[src/rtl/dpa_alu_scheduler.sv]
// Round-robin front end for one shared masked DPA ALU: grants one requester,
// fetches fresh randomness, runs the op (with timeout abort) and returns the result.
module dpa_alu_scheduler #(
    parameter int WIDTH   = 32,
    parameter int SHARES  = 3,
    parameter int NREQ    = 2,
    parameter int TIMEOUT = 64
) (
    input  logic                          clock_i,
    input  logic                          reset_i,
    input  logic [NREQ-1:0]               req_valid_i,
    output logic [NREQ-1:0]               req_ready_o,
    input  logic [NREQ*8-1:0]             req_op_i,
    input  logic [NREQ*WIDTH*SHARES-1:0]  req_a_i,
    input  logic [NREQ*WIDTH*SHARES-1:0]  req_b_i,
    input  logic [NREQ-1:0]               req_cin_i,
    input  logic                          rng_valid_i,
    output logic                          rng_ready_o,
    input  logic [3*WIDTH*SHARES-1:0]     rng_data_i,
    output logic [WIDTH*SHARES-1:0]       alu_reg_1_o,
    output logic [WIDTH*SHARES-1:0]       alu_reg_2_o,
    output logic [WIDTH*SHARES-1:0]       alu_r_1_o,
    output logic [WIDTH*SHARES-1:0]       alu_r_2_o,
    output logic [WIDTH*SHARES-1:0]       alu_r_3_o,
    output logic                          alu_carry_in_o,
    output logic                          alu_enable_o,
    output logic [7:0]                    alu_sel_o,
    input  logic [WIDTH*SHARES-1:0]       alu_out_i,
    input  logic                          alu_carry_out_i,
    input  logic                          alu_ready_i,
    output logic [NREQ-1:0]               rsp_valid_o,
    input  logic [NREQ-1:0]               rsp_ready_i,
    output logic [WIDTH*SHARES-1:0]       rsp_data_o,
    output logic                          rsp_carry_o,
    output logic                          rsp_err_o
);
    localparam int DW = WIDTH * SHARES;
    localparam int IW = (NREQ > 1) ? $clog2(NREQ) : 1;
    localparam int CW = (TIMEOUT > 2) ? $clog2(TIMEOUT) : 1;

    typedef enum logic [2:0] {IDLE, RAND, RUN, GAP, RESP} state_t;
    state_t state_q, state_d;

    logic [IW-1:0] rr_q, grant_q, gnt_idx;
    logic          gnt_vld;
    int            cand;
    logic [CW-1:0] cnt_q;
    logic [DW-1:0] reg_1_q, reg_2_q, r_1_q, r_2_q, r_3_q, rsp_data_q;
    logic [7:0]    sel_q;
    logic          cin_q, rsp_carry_q, rsp_err_q;
    logic          timeout_hit;

    // Scan requesters starting at the rr pointer; first pending one wins.
    always_comb begin
        gnt_vld = 1'b0;
        gnt_idx = '0;
        cand    = 0;
        for (int i = 0; i < NREQ; i++) begin
            cand = int'(rr_q) + i;
            if (cand >= NREQ) cand = cand - NREQ;
            if (!gnt_vld && req_valid_i[IW'(cand)]) begin
                gnt_vld = 1'b1;
                gnt_idx = IW'(cand);
            end
        end
    end

    assign timeout_hit = (cnt_q == CW'(TIMEOUT - 1));

    always_ff @(posedge clock_i or posedge reset_i) begin
        if (reset_i) state_q <= IDLE;
        else         state_q <= state_d;
    end

    always_comb begin
        state_d = state_q;
        case (state_q)
            IDLE:    if (gnt_vld) state_d = RAND;
            RAND:    if (rng_valid_i) state_d = RUN;
            RUN:     if (alu_ready_i || timeout_hit) state_d = GAP;
            GAP:     state_d = RESP;
            RESP:    if (rsp_ready_i[grant_q]) state_d = IDLE;
            default: state_d = IDLE;
        endcase
    end

    always_ff @(posedge clock_i or posedge reset_i) begin
        if (reset_i) begin
            rr_q        <= '0;
            grant_q     <= '0;
            cnt_q       <= '0;
            reg_1_q     <= '0;
            reg_2_q     <= '0;
            r_1_q       <= '0;
            r_2_q       <= '0;
            r_3_q       <= '0;
            sel_q       <= '0;
            cin_q       <= 1'b0;
            rsp_data_q  <= '0;
            rsp_carry_q <= 1'b0;
            rsp_err_q   <= 1'b0;
        end else begin
            cnt_q <= (state_q == RUN) ? cnt_q + 1'b1 : '0;
            case (state_q)
                IDLE: if (gnt_vld) begin
                    grant_q <= gnt_idx;
                    rr_q    <= (gnt_idx == IW'(NREQ - 1)) ? '0 : gnt_idx + 1'b1;
                    reg_1_q <= req_a_i[int'(gnt_idx)*DW +: DW];
                    reg_2_q <= req_b_i[int'(gnt_idx)*DW +: DW];
                    sel_q   <= req_op_i[int'(gnt_idx)*8 +: 8];
                    cin_q   <= req_cin_i[gnt_idx];
                end
                RAND: if (rng_valid_i) begin
                    r_1_q <= rng_data_i[0 +: DW];
                    r_2_q <= rng_data_i[DW +: DW];
                    r_3_q <= rng_data_i[2*DW +: DW];
                end
                RUN: if (alu_ready_i) begin
                    rsp_data_q  <= alu_out_i;
                    rsp_carry_q <= alu_carry_out_i;
                    rsp_err_q   <= 1'b0;
                end else if (timeout_hit) begin
                    rsp_data_q  <= '0;
                    rsp_carry_q <= 1'b0;
                    rsp_err_q   <= 1'b1;
                end
                default: ;
            endcase
        end
    end

    // Handshake strobes decode straight from state so they never lead or lag it.
    assign req_ready_o    = (state_q == IDLE && gnt_vld) ? (NREQ'(1) << gnt_idx) : '0;
    assign rng_ready_o    = (state_q == RAND);
    assign alu_enable_o   = (state_q == RUN);
    assign rsp_valid_o    = (state_q == RESP) ? (NREQ'(1) << grant_q) : '0;
    assign alu_reg_1_o    = reg_1_q;
    assign alu_reg_2_o    = reg_2_q;
    assign alu_r_1_o      = r_1_q;
    assign alu_r_2_o      = r_2_q;
    assign alu_r_3_o      = r_3_q;
    assign alu_sel_o      = sel_q;
    assign alu_carry_in_o = cin_q;
    assign rsp_data_o     = rsp_data_q;
    assign rsp_carry_o    = rsp_carry_q;
    assign rsp_err_o      = rsp_err_q;
endmodule

[config.mk]
export PLATFORM = sky130hd
export DESIGN_NAME = dpa_alu_scheduler
export DESIGN_NICKNAME = d
export VERILOG_FILES = /design/src/rtl/dpa_alu_scheduler.sv
export SDC_FILE = /design/constraint.sdc
export NUM_CORES = 1
export LEC_CHECK = 0
export ABC_AREA = 1
export ABC_CLOCK_PERIOD_IN_PS = 24400
export BUFFER_PORTS_ARGS = -buffer_cell sky130_fd_sc_hd__buf_4
export CORE_AREA = 5 5 541 543
export CTS_CLUSTER_DIAMETER = 120
export DETAILED_ROUTE_END_ITERATION = 7
export DIE_AREA = 0 0 546 548
export PLACE_DENSITY = 0.3
export SETUP_SLACK_MARGIN = 0.4
export SLEW_MARGIN = 0
export SYNTH_ARGS = -nofsm -noshare
export SYNTH_HDL_FRONTEND = slang
export SYNTH_SLANG_ARGS = --single-unit
[constraint.sdc]
create_clock -name clock_i -period 24.4 [get_ports clock_i]
set_input_delay 2.44 -clock clock_i [delete_from_list [all_inputs] [get_ports clock_i]]
set_output_delay 2.44 -clock clock_i [all_outputs]
set_load 0.02 [all_outputs]
==> results of run 1 <==
kinds of logic after synthesis:
group / synth area share (%)
fa+ha+maj: 0.0520
flops: 62.2
buf+inv: 3.92
simple gates: 30.7
compound gates: 3.03
xor+xnor: 0.0364
worst reg2reg max path, stage by stage (launching register included):
cell and delay [ns]:
dfrtp_1 0.44, nor2_4 0.18, nand3_4 0.31, buf_4 0.46, nor2_4 0.25, buf_4 0.37
buf_4 0.61, buf_4 0.75, buf_4 0.85, a22oi_1 0.29, nand2_1 0.11
worst paths after layout:
check	start	end	slack, ns	cells after the start
hold reg to reg	alu_r_2_o[34]	alu_r_2_o[34]	0.47	2
setup reg to reg	state_q[2]	alu_reg_1_o[91]	19.69	10
hold / removal	alu_r_2_o[34]	alu_r_2_o[34]	0.47	2
min in group asynchronous	reset_i	rsp_data_o[88]	1.85	2
max in group asynchronous	reset_i	alu_r_1_o[90]	18.08	7
setup / recovery	req_valid_i[0]	req_ready_o[0]	17.68	5
sequential cells by signal (all words and copies together) (netlist names), 6 cells and up:
register / flops
alu_r_1_o: 96
alu_r_3_o: 96
rsp_data_o: 96
alu_r_2_o: 96
alu_reg_2_o: 96
cnt_q: 6
alu_reg_1_o: 96
alu_sel_o: 8
stage by stage:
step	setup slack, ns	power [mW]	util (%)	instances	hold WS (ns)
after global routing	17.29	6.10	14.5	7889	0.485
after global placement	16.91	4.48	13.4	7733	0.455
final	17.68	5.72	14.5	7895	0.468
after floorplan	5.22	3.01	-	2717	0.455
after CTS	17.63	5.88	14.5	7888	0.474
after detailed placement	16.97	4.48	13.4	7733	0.460
layer usage:
layer	GRT usage, %	share of wire, %	up-vias
li1	-	-	11381
met1	12.3	39	12068
met2	18.3	48	1166
met3	5.21	11	215
met4	2.35	2.2	36
met5	0	0.15	-
final cells by class:
type,count,area [µm²]
clock buffer,134,2620
sequential,598,15000
timing repair buffer,1416,10700
inverter,16,75.1
tap,3781,4730
fill,32850,246000
antenna,7,17.5
clock inverter,21,317
multi-input combinational,1922,8160
power groups by stage:
stage	clock [mW]	sequential [mW]	combinational, mW
after floorplan	0	2.24	0.771
after global placement	0	1.76	2.72
after detailed placement	0	1.76	2.72
after CTS	1.40	1.76	2.72
after global routing	1.44	1.81	2.85
final	1.33	1.75	2.63
synth_stat cells:
cell type     n  area (µm²)
nand2_1    1393        5230
dfrtp_1     598       15000
nand3_1     404        2020
a22oi_1      90         676
buf_2        87         435
clkbuf_1     51         191
buf_4        23         173
buf_1        19        71.3
inv_1        14        52.6
nor2_1       11        41.3
o21ai_0       6        30.0
a21oi_1       3        15.0
nand4_1       3        18.8
nor2_2        3        18.8
inv_2         2        7.51
nand2_2       2        12.5
nor2_4        2        22.5
a21oi_2       1        8.76
buf_6         1        11.3
ha_1          1        12.5
nand3_2       1        10.0
nand3b_1      1        7.51
xor2_1        1        8.76
==> summary.txt, run 1 <==
Finish
  – Layout cell share with drive strength beyond 1: 38.0%
  – Commonest non-fill, non-tap cells in the layout: buf_4 (1412), nand2_1 (1393), dfrtp_1 (598)
  – Most common cell after layout, fill and taps aside: buf_4
  – NumNets Final: 4840
  – Area grow syn2layout: 72.9%
  – Cell area after layout: 41600 µm²

GRT
  – Global Route Usage Sum: between 10% and 20%
  – Global-route wire length before repair: ~230 mm
  – Largest net degree at the start of global routing: 139
  – Initial antenna violation count: between 50 and 60
  – Global route total overflow: 0
  – Number of global-route vias before repair: 25535

Power
  – Clock power frac: 23.3%
  – Switching power: 2.53 mW
  – P per Cell Area: 138 nW/µm²
  – Logic pwr share: 46.0%
  – Leak Pwr: 20.9 nW
  – Switching Share: 44.3%
  – Internal power: 3.19 mW
  – Seq pwr share: between 30% and 40%
  – Maximum VDD drop: 0.0591 mV

Setup path
  – CP endpoint kind: primary output
  – Crit-path most repeated cell: buf_4
  – CP Cell Sequence: buf_4, nand3_4, buf_4, nor2_4, buf_4
  – Crit path buf inv count: 3
  – CP max stage delay: roughly 0.70 ns
  – Worst path top cell family by delay: simple AND/OR/NAND/NOR gates
  – Worst EP arrival: 4.28 ns
  – Setup CP Type: in2out
  – CP max-delay cell: nor2_4
  – Worst EP required: 21.96 ns
  – CP Max Fanout: 53
  – Crit path launch type: input port

Placement
  – Hpwl dp: 135 mm
  – Count of input and output buffers: approximately 1400
  – Gpl congestion: around 0.87
  – DP Area: 38600 µm²

Route
  – Iter 0 DRT Violations: 1540
  – Via count: 24866
  – Detailed Route WL: 170 mm
  – Final ANT Viol Nets: 0
  – Via-to-Cell Ratio: 3.15
  – Router iterations before antenna repair: 5
  – Avg WL per Cell: 21.5 µm
  – Residual DRC: 0

Logic synthesis
  – Syn. warnings: 0
  – Syn Inst Count: 2717
  – Post-synthesis net count: around 3500
  – Mean cell area of the mapped netlist: 8.85 µm²
  – Netlist cell types: 23
  – Cell area after synthesis: between 20000 and 25000 µm²
  – Post-synthesis sequential area ratio: 62.2%
  – Synth Register Bits: 598

STA
  – Max_slew headroom: 20.6%
  – Post-route minimum period: 6.72 ns
  – Unrepaired setup endpoints after global routing: no
  – Final setup violation count: 0
  – Setup Skew: roughly 0.058 ns
  – Worst-Margin Slew: 1.19 ns
  – Final Cycle Share: 27.6%
  – Final Hold Viols: 0
  – Max Fclk: 0.149 GHz
  – Slew Limit Fails: 0
  – Setup TNS: 0 ns

Clock network
  – CTS-repair resized insts: 0
  – H-tree depth: 3
  – Clock buffer count from CTS: 90
  – CTS tree: yes
  – Clock Path Buffers: 4
  – Clk sinks: 598
  – Root Buffer: clkbuf_16
  – Clk Latency, worst-skew pair: 0.79 ns
  – Post-CTS Setup Inserts: 0
  – Clk slew on worst S/H paths: 0.05 ns
  – CTS Hold Bufs: 0

Floorplan
  – Die area: 299000 µm²
  – Core ar.: 287000 µm²
  – Core Rows: 197
  – I/O Pins: 1388
  – Initial core utilization: 8.37%
  – Die Span X: around 550 µm
  – Chip height: 548 µm

Min path
  – Hold/Removal Path Class: reg2reg

Flow run
  – Total of max-cap violations: 0

Status
  – Status: complete, no violations
No activity file was read; power rests on OpenSTA's default activity.
==> run 2: changes to the inputs <==
Settings changed: ABC_CLOCK_PERIOD_IN_PS 24400 to 6890.
Clock period 24.4 ns to 6.89 ns, I/O delays scaled along.
==> summary.txt, run 2 (synthesized netlist as in run 1, its figures left out) <==
Clock network
  – H-tree depth: 3 (unchanged)
  – Clock buffer count from CTS: 90 (unchanged)
  – CTS Hold Bufs: 47 (was 0)
  – CTS tree: yes (unchanged)
  – Clk Latency, worst-skew pair: 0.78 ns (was 0.79 ns)
  – Post-CTS Setup Inserts: 0 (unchanged)
  – CTS-repair resized insts: 0 (unchanged)
  – Clk sinks: 598 (unchanged)
  – Clk slew on worst S/H paths: 0.06 ns (was 0.05 ns)
  – Root Buffer: clkbuf_16 (unchanged)
  – Clock Path Buffers: 4 (unchanged)

GRT
  – Global route total overflow: 0 (unchanged)
  – Number of global-route vias before repair: 26349 (was 25535)
  – Largest net degree at the start of global routing: 132 (was 139)
  – Global-route wire length before repair: 234 mm (was 228 mm)
  – Initial antenna violation count: 49 (was 53)
  – Global Route Usage Sum: 11.1% (was 10.8%)

Route
  – Avg WL per Cell: 21.8 µm (was 21.5 µm)
  – Iter 0 DRT Violations: 1686 (was 1540)
  – Via count: 25032 (was 24866)
  – Final ANT Viol Nets: 0 (unchanged)
  – Via-to-Cell Ratio: 3.15 (about the same)
  – Router iterations before antenna repair: 6 (was 5)
  – Detailed Route WL: 174 mm (was 170 mm)
  – Residual DRC: 0 (unchanged)

Setup path
  – CP max stage delay: 0.86 ns (was 0.70 ns)
  – Reg2reg path depth: 7 (was 10)
  – Crit path launch type: flop (was input port)
  – Worst path top cell family by delay: simple AND/OR/NAND/NOR gates (unchanged)
  – CP max-delay cell: nor2_4 (unchanged)
  – Critical R2R Capture: alu_reg_2_o[68] (was alu_reg_1_o[91])
  – Worst EP required: 6.20 ns (was 21.96 ns)
  – CP Cell Sequence: nor2_4, nand3_4, nor2_4, buf_4, buf_4 (was buf_4, nand3_4, buf_4, nor2_4, buf_4)
  – Reg2Reg Launch Point: state_q[0] (was state_q[2])
  – Worst R2R Setup Slack: 3.25 ns (was 19.69 ns)
  – Worst EP arrival: 3.44 ns (was 4.28 ns)
  – CP Max Fanout: 47 (was 53)
  – CP endpoint kind: primary output (unchanged)
  – Crit path buf inv count: 2 (was 3)
  – Setup CP Type: reg2out (was in2out)

STA
  – Max_slew headroom: 36.7% (was 20.6%)
  – Post-route minimum period: between 4 and 5 ns
  – Final hold slack: 0.114 ns (was 0.468 ns)
  – Min setup slack post-route: 2.76 ns (was 17.68 ns)
  – Slew Limit Fails: 0 (unchanged)
  – Worst-Margin Slew: 0.950 ns (was 1.19 ns)
  – Final Hold Viols: 0 (unchanged)
  – Setup Skew: 0.0509 ns (was 0.0584 ns)
  – Max Fclk: about 0.24 GHz
  – Unrepaired setup endpoints after global routing: no (unchanged)
  – Final setup violation count: 0 (unchanged)
  – Final Cycle Share: 59.9%

Floorplan
  – Die area: 299000 µm² (unchanged)
  – Die Span X: 546 µm (unchanged)
  – Initial core utilization: 8.37% (unchanged)
  – Core Rows: 197 (unchanged)
  – I/O Pins: 1388 (unchanged)
  – Chip height: 548 µm (unchanged)
  – Core ar.: 287000 µm² (unchanged)

Min path
  – Hold/Removal Path Class: in2reg (was reg2reg)
  – Worst Hold Path EP: alu_reg_1_o[17] (was alu_r_2_o[34])
  – Hold Crit Start: req_a_i[17] (was alu_r_2_o[34])
  – Worst Hold Depth: 3 (was 2)

Finish
  – Layout cell share with drive strength beyond 1: 37.7% (was 38.0%)
  – Area grow syn2layout: 75.0% (was 72.9%)
  – Multi-input gate area: 8160 µm² (unchanged)
  – NumNets Final: 4894 (was 4840)
  – Most common cell after layout, fill and taps aside: buf_4 (unchanged)
  – Non-Filler Instances: 7947 (was 7895)
  – Commonest non-fill, non-tap cells in the layout: buf_4 (1411), nand2_1 (1393), dfrtp_1 (598) (was buf_4 (1412), nand2_1 (1393), dfrtp_1 (598))
  – Fill cell count: 32900 (was 32850)
  – Final Util: 14.7% (was 14.5%)
  – Cell area after layout: 42100 µm² (was 41600 µm²)
  – Seq. cell area: 15000 µm² (unchanged)

Placement
  – Gpl congestion: 0.836 (was 0.868)
  – Count of input and output buffers: 1386 (unchanged)
  – Hpwl dp: 138 mm (was 135 mm)
  – Cells after DPL: 7740 (was 7733)
  – DP Area: 38800 µm² (was 38600 µm²)
  – Setup Slack @ Placement: 3.05 ns (was 16.97 ns)

Flow run
  – Total of max-cap violations: 0 (unchanged)

Power
  – Leak Pwr: 21.1 nW (was 20.9 nW)
  – Maximum VDD drop: 0.188 mV (was 0.0591 mV)
  – P per Cell Area: 479 nW/µm² (was 138 nW/µm²)

Status
  – Status: complete, no violations (unchanged)
==> run 2: worst register-to-register path: cells and delay by family, from the launching register on <==
| family | cells | cell delay [ns] |
|---|---|---|
| simple gates | 5 | 1.89 |
| buf+inv | 2 | 1.23 |
| flops | 1 | 0.42 |
==> run 2: stage by stage <==
step	setup TNS, ns	total power, mW
final	0	20.2
after global routing	0	21.6
after CTS	0	20.8
after detailed placement	0	16.0
after global placement	0	16.0
after floorplan	-1168.64	10.7
==> run 2: metal layers <==
| layer | global-route usage [%] | routed length [µm] |
|---|---|---|
| met4 | 2.95 | 4820 |
| met3 | 4.81 | 17000 |
| met2 | 19.6 | 86100 |
| met5 | 0 | 159 |
| met1 | 12.1 | 65500 |
==> run 2: worst max path at each step <==
| stage | startpoint | to | slack, ns | depth (start not counted) |
|---|---|---|---|---|
| floorplan | reset_i | alu_carry_in_o | -1.95 | 1 |
| global placement | req_valid_i[0] | alu_reg_1_o[39] | 3.17 | 7 |
| detailed placement | req_valid_i[0] | alu_reg_2_o[68] | 3.05 | 7 |
| CTS | state_q[0] | req_ready_o[1] | 2.50 | 5 |
| global route | state_q[0] | req_ready_o[1] | 2.48 | 5 |
| finish | state_q[0] | req_ready_o[1] | 2.76 | 5 |
==> run 2: final cells by class <==
cell class	count	share of cell area [%]
Antenna cell	7	0.0416
Clock buffer	133	6.26
Clock inverter	20	0.470
Inverter	16	0.172
Multi-Input combinational cell	1922	19.4
Sequential cell	598	35.6
Tap cell	3781	11.2
Timing Repair Buffer	1470	26.8
==> run 2: where the power goes <==
group | internal [mW] | leakage, nW | switching, mW
registers | 5.14 | 7.50 | 1.03
logic | 3.36 | 12.3 | 6.10
clock network | 2.68 | 1.39 | 1.86
total | 11.2 | 21.1 | 8.99
==> run 3: changes to the inputs <==
Settings changed: ABC_CLOCK_PERIOD_IN_PS 6890 to 3540, CORE_AREA 5 5 541 543 to 5 5 535 537, DIE_AREA 0 0 546 548 to 0 0 540 542.
Clock period 6.89 ns to 3.54 ns, I/O delays scaled along.
==> summary.txt, run 3 (synthesized netlist as in run 1, its figures left out) <==
Setup path
  – Crit path launch type: flop (unchanged)
  – Worst EP required: 3.19 ns (was 6.20 ns)
  – Setup CP Type: reg2out (unchanged)
  – CP Max Fanout: 35 (was 47)
  – CP max stage delay: 0.42 ns (was 0.86 ns)
  – Worst EP arrival: 2.60 ns (was 3.44 ns)
  – CP endpoint kind: primary output (unchanged)
  – CP max-delay cell: dfrtp_1 (was nor2_4)
  – CP Cell Sequence: inv_1, nand2_2, bufinv_16, buf_8, buf_4 (was nor2_4, nand3_4, nor2_4, buf_4, buf_4)

Floorplan
  – Initial core utilization: 8.55% (was 8.37%)
  – Core Rows: 195 (was 197)
  – Die area: 293000 µm² (was 299000 µm²)
  – Core ar.: 281000 µm² (was 287000 µm²)
  – I/O Pins: 1388 (unchanged)
  – Die Span X: 540 µm (was 546 µm)
  – Chip height: 542 µm (was 548 µm)

Finish
  – Commonest non-fill, non-tap cells in the layout: buf_4 (1442), nand2_1 (1392), dlygate4sd3_1 (803) (was buf_4 (1411), nand2_1 (1393), dfrtp_1 (598))
  – Layout cell share with drive strength beyond 1: 32.4% (was 37.7%)
  – Non-Filler Instances: 8735 (was 7947)
  – NumNets Final: 5696 (was 4894)
  – Most common cell after layout, fill and taps aside: buf_4 (unchanged)
  – Area grow syn2layout: 109% (was 75.0%)

STA
  – Worst-Margin Slew: 0.761 ns (was 0.950 ns)
  – Max_slew headroom: 49.3% (was 36.7%)
  – Final hold slack: 0.0969 ns (was 0.114 ns)
  – Setup Skew: 0.0719 ns (was 0.0509 ns)
  – Final Cycle Share: 83.5%
  – Min setup slack post-route: 0.583 ns (was 2.76 ns)
  – Unrepaired setup endpoints after global routing: no (unchanged)
  – Post-route minimum period: 2.96 ns
  – Slew Limit Fails: 0 (unchanged)
  – Final setup violation count: 0 (unchanged)
  – Final Hold Viols: 0 (unchanged)
  – Setup TNS: 0 ns (unchanged)
  – Max Fclk: 0.338 GHz

Clock network
  – Clk slew on worst S/H paths: 0.06 ns (about the same)
  – H-tree depth: 3 (unchanged)
  – Root Buffer: clkbuf_16 (unchanged)
  – Clock buffer count from CTS: 91 (was 90)
  – Clock Path Buffers: 4 (unchanged)
  – Clk sinks: 598 (unchanged)
  – CTS tree: yes (unchanged)
  – Clk Latency, worst-skew pair: 0.80 ns (was 0.78 ns)

Route
  – Avg WL per Cell: 20.6 µm (was 21.8 µm)
  – Router iterations before antenna repair: 5 (was 6)
  – Via-to-Cell Ratio: 3.24 (was 3.15)
  – Final ANT Viol Nets: 0 (unchanged)
  – Detailed Route WL: 180 mm (was 174 mm)
  – Residual DRC: 0 (unchanged)
  – Iter 0 DRT Violations: 1639 (was 1686)
  – Via count: 28285 (was 25032)

Power
  – P per Cell Area: 851 nW/µm² (was 479 nW/µm²)
  – Maximum VDD drop: 0.419 mV (was 0.188 mV)
  – Tot Pwr: 42.7 mW (was 20.2 mW)
  – Leak Pwr: 24.8 nW (was 21.1 nW)

Placement
  – Setup Slack @ Placement: 0.877 ns (was 3.05 ns)
  – Hpwl dp: 142 mm (was 138 mm)
  – Gpl congestion: 0.870 (was 0.836)
  – Cells after DPL: 7744 (was 7740)
  – Count of input and output buffers: 1386 (unchanged)

GRT
  – Global Route Usage Sum: 11.8% (was 11.1%)
  – Global-route wire length before repair: 247 mm (was 234 mm)
  – Largest net degree at the start of global routing: 96 (was 132)
  – Initial antenna violation count: 66 (was 49)
  – Number of global-route vias before repair: 30362 (was 26349)
  – Global route total overflow: 0 (unchanged)

Status
  – Status: complete, no violations (unchanged)

Min path
  – Hold/Removal Path Class: in2reg (unchanged)

Flow run
  – Total of max-cap violations: 0 (unchanged)
[run 3: cell types whose count changed in the layout (fill, tap and decap cells not counted), sizes merged]
cell,delta
dlygate4sd3,+756
buf,+44
diode,+19
clkinv,-5
bufinv,+4
clkbuf,+4
inv,+3
nand3,+1
[run 3: timing repair]
item / in CTS / in global routing
gates resized for setup: 3 / 1
pin swaps: 1 / 0
gates cloned: 1 / 0
endpoints found under the setup margin: 3 / 1
buffers inserted: 2 / 0
hold buffers: 803 / 0
hold endpoints to repair: 595 / 0
[run 3: area by class of cell]
| type | instances | area (µm²) |
|---|---|---|
| timing repair buffer | 2270 | 19400 |
| multi-input combinational | 1923 | 8180 |
| clock buffer | 137 | 2610 |
| antenna | 26 | 65.1 |
| inverter | 16 | 90.1 |
| fill | 31870 | 231000 |
| sequential | 598 | 15000 |
| clock inverter | 22 | 292 |
| tap | 3743 | 4680 |
[run 3: critical path, delay by kind of cell (launching register included)]
kind          cells  cell delay, ns
buf+inv           4            1.11
flops             1            0.42
simple gates      1            0.22
[run 3: per-stage QoR]
| stage | utilization, % | area [µm²] |
|---|---|---|
| after floorplan | - | 24000 |
| after global routing | 17.9 | 50200 |
| final | 17.9 | 50200 |
| after CTS | 17.8 | 50200 |
| after global placement | 13.9 | 39200 |
| after detailed placement | 13.9 | 39200 |
[run 3: metal layers]
layer / GRT usage (%) / vias to the layer above / wire length (µm) / share of wire (%)
met1: 13.9 / 13727 / 73300 / 41
li1: - / 13134 / - / -
met3: 4.33 / 234 / 15700 / 8.7
met5: 0 / - / 185 / 0.10
met4: 2.84 / 32 / 4570 / 2.5
met2: 20.1 / 1158 / 85900 / 48
[run 3: worst paths after layout]
path,end,slack (ns),cells after the start,start
max,rng_ready_o,0.58,5,state_q[1]
min,alu_r_1_o[55],0.1,3,rng_valid_i
max reg2reg,alu_reg_1_o[24],0.74,8,state_q[1]
min reg2reg,rsp_data_o[15],0.47,2,rsp_data_o[15]
max in group asynchronous,alu_reg_1_o[43],2.02,5,reset_i
min in group asynchronous,alu_r_2_o[35],0.32,3,reset_i
[run 3: power breakdown]
group	switching (mW)	total [mW]	internal, mW
clock	3.71	9.09	5.39
sequential	2.10	12.1	10.0
combinational	12.4	21.5	9.10
